`src/rtl/seq_divider.sv`:
```
// seq_divider: iterative radix-2 restoring divider with valid/ready handshakes.
//   One quotient bit is produced per CALC cycle (WIDTH cycles per operation).
//   A zero divisor bypasses the iteration and returns quotient=all ones,
//   remainder=dividend with div_by_zero set.
//
// Optional build macro: SEQ_DIVIDER_SIGNED_EN
//   When defined, adds the is_signed input. Signed operations divide the
//   operand magnitudes and apply the sign fix-up on the last CALC edge, so
//   latency matches the unsigned path. Quotient truncates toward zero and the
//   remainder takes the sign of the dividend.
//
// Ports:
//   clk          rising-edge clock
//   rst          synchronous active-high reset
//   in_valid     operands present
//   in_ready     block can accept operands (registered)
//   dividend     numerator, sampled on input handshake
//   divisor      denominator, sampled on input handshake
//   is_signed    (SEQ_DIVIDER_SIGNED_EN only) two's complement operands
//   out_valid    result present (registered)
//   out_ready    consumer accepts result
//   quotient     result quotient (registered)
//   remainder    result remainder (registered)
//   div_by_zero  result came from a zero divisor (registered)

module seq_divider #(
  parameter int unsigned WIDTH = 8
) (
  input  logic             clk,
  input  logic             rst,
  input  logic             in_valid,
  output logic             in_ready,
  input  logic [WIDTH-1:0] dividend,
  input  logic [WIDTH-1:0] divisor,
`ifdef SEQ_DIVIDER_SIGNED_EN
  input  logic             is_signed,
`endif
  output logic             out_valid,
  input  logic             out_ready,
  output logic [WIDTH-1:0] quotient,
  output logic [WIDTH-1:0] remainder,
  output logic             div_by_zero
);

  localparam int unsigned CNT_W = (WIDTH > 1) ? $clog2(WIDTH) : 1;

  typedef enum logic [1:0] {
    IDLE = 2'd0,
    CALC = 2'd1,
    DONE = 2'd2
  } state_e;

  state_e             state_q, state_d;
  logic [WIDTH-1:0]   rem_q, rem_d;
  logic [WIDTH-1:0]   quo_q, quo_d;
  logic [WIDTH-1:0]   dvs_q, dvs_d;
  logic [CNT_W-1:0]   cnt_q, cnt_d;
  logic               dbz_q, dbz_d;
  logic               neg_quo_q, neg_quo_d;
  logic               neg_rem_q, neg_rem_d;
  logic               in_ready_q, in_ready_d;
  logic               out_valid_q, out_valid_d;

  logic               signed_op;
  logic               dvd_neg, dvs_neg;
  logic [WIDTH-1:0]   dvd_mag, dvs_mag;
  logic [WIDTH:0]     trial;
  logic [WIDTH-1:0]   shifted_rem;
  logic [WIDTH-1:0]   iter_rem, iter_quo;

`ifdef SEQ_DIVIDER_SIGNED_EN
  assign signed_op = is_signed;
`else
  assign signed_op = 1'b0;
`endif

  // Operand magnitudes; -2^(WIDTH-1) maps onto itself, which reads correctly as unsigned.
  always_comb begin
    dvd_neg = signed_op & dividend[WIDTH-1];
    dvs_neg = signed_op & divisor[WIDTH-1];
    dvd_mag = dvd_neg ? (~dividend + WIDTH'(1)) : dividend;
    dvs_mag = dvs_neg ? (~divisor + WIDTH'(1)) : divisor;
  end

  // One restoring step: shift {rem, quo} left, trial-subtract on WIDTH+1 bits.
  always_comb begin
    shifted_rem = {rem_q[WIDTH-2:0], quo_q[WIDTH-1]};
    trial       = {rem_q, quo_q[WIDTH-1]} - {1'b0, dvs_q};
    iter_rem    = trial[WIDTH] ? shifted_rem : trial[WIDTH-1:0];
    iter_quo    = {quo_q[WIDTH-2:0], ~trial[WIDTH]};
  end

  // Next-state and datapath control.
  always_comb begin
    state_d   = state_q;
    rem_d     = rem_q;
    quo_d     = quo_q;
    dvs_d     = dvs_q;
    cnt_d     = cnt_q;
    dbz_d     = dbz_q;
    neg_quo_d = neg_quo_q;
    neg_rem_d = neg_rem_q;

    unique case (state_q)
      IDLE: begin
        if (in_valid) begin
          if (divisor == '0) begin
            state_d   = DONE;
            quo_d     = '1;
            rem_d     = dividend;
            dbz_d     = 1'b1;
            neg_quo_d = 1'b0;
            neg_rem_d = 1'b0;
          end else begin
            state_d   = CALC;
            rem_d     = '0;
            quo_d     = dvd_mag;
            dvs_d     = dvs_mag;
            cnt_d     = CNT_W'(WIDTH - 1);
            dbz_d     = 1'b0;
            neg_quo_d = dvd_neg ^ dvs_neg;
            neg_rem_d = dvd_neg;
          end
        end
      end

      CALC: begin
        rem_d = iter_rem;
        quo_d = iter_quo;
        cnt_d = cnt_q - CNT_W'(1);
        if (cnt_q == '0) begin
          // Last iteration: sign fix-up folds into this edge.
          state_d = DONE;
          cnt_d   = '0;
          dbz_d   = 1'b0;
          quo_d   = neg_quo_q ? (~iter_quo + WIDTH'(1)) : iter_quo;
          rem_d   = neg_rem_q ? (~iter_rem + WIDTH'(1)) : iter_rem;
        end
      end

      DONE: begin
        if (out_ready) begin
          state_d = IDLE;
        end
      end

      default: begin
        state_d = IDLE;
      end
    endcase

    in_ready_d  = (state_d == IDLE);
    out_valid_d = (state_d == DONE);
  end

  // State and datapath registers.
  always_ff @(posedge clk) begin
    if (rst) begin
      state_q     <= IDLE;
      rem_q       <= '0;
      quo_q       <= '0;
      dvs_q       <= '0;
      cnt_q       <= '0;
      dbz_q       <= 1'b0;
      neg_quo_q   <= 1'b0;
      neg_rem_q   <= 1'b0;
      in_ready_q  <= 1'b1;
      out_valid_q <= 1'b0;
    end else begin
      state_q     <= state_d;
      rem_q       <= rem_d;
      quo_q       <= quo_d;
      dvs_q       <= dvs_d;
      cnt_q       <= cnt_d;
      dbz_q       <= dbz_d;
      neg_quo_q   <= neg_quo_d;
      neg_rem_q   <= neg_rem_d;
      in_ready_q  <= in_ready_d;
      out_valid_q <= out_valid_d;
    end
  end

  assign in_ready    = in_ready_q;
  assign out_valid   = out_valid_q;
  assign quotient    = quo_q;
  assign remainder   = rem_q;
  assign div_by_zero = dbz_q;

endmodule

```
`config.mk`:
```
export PLATFORM = sky130hd
export DESIGN_NAME = seq_divider
export DESIGN_NICKNAME = d
export VERILOG_FILES = /design/src/rtl/seq_divider.sv
export SDC_FILE = /design/constraint.sdc
export NUM_CORES = 1
export LEC_CHECK = 0
export CORE_AREA = 2 2 65 67
export DETAILED_ROUTE_END_ITERATION = 10
export DIE_AREA = 0 0 67 69
export PLACE_DENSITY = 0.76
export SYNTH_ARGS = -nofsm -noshare
export SYNTH_HDL_FRONTEND = slang
export SYNTH_SLANG_ARGS = --single-unit
```
`constraint.sdc`:
```
create_clock -name clk -period 6.6 [get_ports clk]
set_clock_uncertainty 0.2 [all_clocks]
set_input_delay 1.65 -clock clk [delete_from_list [all_inputs] [get_ports clk]]
set_output_delay 1.65 -clock clk [all_outputs]
set_load 0.005 [all_outputs]
```
==> key figures <==
Setup path
  • WP data required: around 6600 ps
  • Worst path max stage delay: between 500 and 600 ps
  • Setup crit end kind: register
  • Worst-path maximum fanout: 8
  • Arr. time, crit path: between 3000 and 4000 ps
  • FF-to-FF Start: quotient[7]$_SDFFE_PP0P_
  • Worst Setup SP: divisor[5]
  • Critical Path, Cell by Cell: clkdlybuf4s50_1 -> or4_4 -> nor3_4 -> a21oi_1 -> o22a_1 -> nor2_1
  • Worst-path cell with the longest stage delay: or4_4
  • Critical path class: input port to register
  • Startpoint types: input port

Clock tree
  • Worst-path clk slew: about 60 ps
  • CTS buffer count: 5
  • Root Buffer: clkbuf_8
  • CTS sink count: 32
  • Post-CTS Hold Fix Bufs: 0
  • TritonCTS clock tree: yes
  • H-tree levels: 2
  • CTS resizes: 0
  • Clk Latency, worst-skew pair: roughly 290 ps
  • Post-CTS Setup Bufs: 0
  • Maximum buffer depth of the clock tree: 2

Run status
  • Status: completed

Yosys
  • Synth warnings: 0
  • Synth Flop Type: dfxtp_1
  • Async S/R FF share, synth: 0%
  • Mapped Area: ~1900 um^2
  • Post-synth EDFFs: 0
  • Syn_nets: ~250
  • Mapped Cells: 225
  • Netlist cell types: 54
  • Sequential element share of the synthesized area: 34.2%
  • Seq cells post-synth: 32
  • Post-Syn Area per Cell: between 8 and 9 um^2

Layout
  • Post-layout util: between 60% and 70%
  • Multi-input gate area: around 1100 um^2
  • Antenna diodes: 0
  • FILL cells: approximately 400
  • Share of cells above drive strength 1: between 10% and 20%
  • Reg area: between 600 and 700 um^2
  • Synth-to-layout area growth: 25.8%
  • Layout Nets: between 200 and 300

Timing
  • Setup TNS: 0 ps
  • Setup WS post-layout: between 3000 and 4000 ps
  • Crit share post-route: 51.5%
  • Max Slew Vio Count: 0
  • Final min period: ~3400 ps
  • Tightest Pin Transition: around 860 ps
  • Endpoints failing hold: 0
  • Final setup fails: 0
  • Achievable Freq: approximately 290 MHz
  • Relative slew slack: a little over two fifths
  • Unrepaired setup endpoints after global routing: false

Global route
  • Global-route wire length before repair: ~7.6 mm
  • Largest net degree at the start of global routing: 37
  • Tot GR Track Use: between 20% and 30%
  • Vias in the first global route: 1587
  • Grt ovf: 0
  • Initial antenna violation count: 0

Placement
  • PortBufs: 38
  • Dpl hpwl: approximately 3.4 mm
  • Final Wtd Congestion: between 0.8 and 0.9
  • Placement Setup Slack: around 2900 ps

Route
  • ANT nets after route: 0
  • Avg Vias per Cell: around 5.7
  • Drt drc: 0
  • Pre-antenna DRT Iters: 4
  • WL/cell: about 15 um
  • Vias: between 1500 and 2000
  • Routed WL: roughly 4.6 mm
  • First DRT Iteration DRCs: approximately 130

Floorplanning
  • Chip height: just under 70 um
  • Initial Utilization: between 40% and 50%
  • Row count: 23
  • Std-Cell Core Area: 3910 um^2
  • Width of the die: about 67 um
  • # IOs: 39
  • Die ar.: ~4600 um^2

Power and ir drop
  • Net Sw Frac: between 30% and 40%
  • Register share of total power: between 30% and 40%
  • Clock power share: between 20% and 30%
  • Comb pwr share: about two fifths
  • Int Pwr: 0.000397 W
  • Worst VDD drop: 0.165 mV
  • Leak: 0.833 nW
  • Switching pwr: between 0.0002 and 0.00025 W
  • Pwr per Cell Area: about 260 nW/um^2

Worst hold path
  • Hold path startpoint: dvs_q[5]$_SDFFE_PP0P_
  • Hold Crit Class: register to register

Run
  • Max Cap Viol: 0
-- sequential cells by signal, indices dropped and copies added, names as in the netlist --
name	count
cnt_q	3
div_by_zero	1
dvs_q	8
in_ready	1
out_valid	1
quotient	8
remainder	8
state_q	2
-- power by group through the flow --
stage	clock [W]	combinational (W)	sequential [W]
final	0.000142	0.000237	0.000232
after global routing	0.000152	0.000263	0.000235
after CTS	0.000143	0.000237	0.000232
after detailed placement	0	0.000237	0.000236
after global placement	0	0.000235	0.000236
after floorplan	0	0.000176	0.000232
-- cell type report --
type,instances,share of cell area [%]
Clock inverter,1,0.212
Multi-Input combinational cell,168,47.9
Inverter,12,1.91
Sequential cell,32,27.2
Clock buffer,6,3.08
Tap cell,50,2.65
Timing Repair Buffer,41,17.1
-- cells in the final DEF, fill, tap and decap left out, types with 3 or more instances in the layout --
cell type,instances
o21a_1,3
xnor2_1,3
dfxtp_1,32
inv_1,12
ha_1,8
a311o_1,3
nor2_1,19
buf_4,3
nand4_1,4
a21oi_1,27
o221ai_1,9
a22oi_1,8
clkdlybuf4s50_1,38
clkbuf_8,5
o21ai_0,7
nand2_1,28
-- through the flow --
stage / power (W) / std cells / hold WS, ps / instance area (um^2)
global placement: 0.000471 / 303 / 243 / 2280
CTS: 0.000613 / 310 / 257 / 2360
floorplan: 0.000408 / 225 / 236 / 1870
global route: 0.000650 / 310 / 278 / 2360
detailed placement: 0.000473 / 303 / 248 / 2280
finish: 0.000611 / 310 / 255 / 2360
-- kinds of logic (layout without fill, tap and decap cells) --
family | count (synthesis) | count (layout) | synth area share [%]
AO/OA/AOI/OAI | 77 | 77 | 30.2
XOR/XNOR | 4 | 4 | 1.87
adder cells (fa/ha/maj) | 9 | 9 | 6.41
buffers and inverters | 25 | 60 | 5.61
flip-flops | 32 | 32 | 34.2
AND/OR/NAND/NOR | 78 | 78 | 21.8
-- cell usage after synthesis, drive strengths merged (2+ instances only) --
cell type / count / area (um^2)
clkbuf: 7 / 26.3
or2: 3 / 21.3
a31oi: 2 / 12.5
nor3: 3 / 26.3
nor4: 2 / 12.5
nor2: 19 / 71.3
buf: 6 / 33.8
or4: 2 / 22.5
nand2b: 2 / 12.5
and3: 3 / 20.0
nand2: 30 / 123
nor2b: 2 / 12.5
nand3b: 2 / 15.0
o32ai: 2 / 25.0
nand4: 4 / 25.0
o221ai: 9 / 78.8
o21a: 3 / 22.5
ha: 8 / 100
a311o: 3 / 30.0
a21oi: 29 / 153
a22oi: 8 / 60.1
inv: 12 / 45.0
dfxtp: 32 / 641
o21ai: 9 / 48.8
a2111oi: 4 / 60.1
nor3b: 2 / 15.0
xnor2: 3 / 26.3
-- path summary, 6_finish.rpt --
path,slack [ps],depth (start not counted),to
worst max-delay path,3200,6,out_valid$_SDFF_PP0_
worst min-delay path,250,2,dvs_q[5]$_SDFFE_PP0P_
worst max register to register,3880,9,remainder[5]$_SDFFE_PP0P_
worst min register to register,250,2,dvs_q[5]$_SDFFE_PP0P_
-- critical path: cells and delay by family --
family	cells	cell delay, ps
and+or+nand+nor	3	1060
AOI/OAI and AO/OA	2	300
buffers and inverters	1	420
-- per-layer routing --
layer | wire, um | vias up | GRT usage (%)
li1 | - | 899 | -
met1 | 2060 | 818 | 28.7
met2 | 2170 | 50 | 32.8
met3 | 265 | 8 | 4.57
met4 | 58 | 0 | 6.12
met5 | 0 | - | 0
No activity file was read; power rests on OpenSTA's default activity.
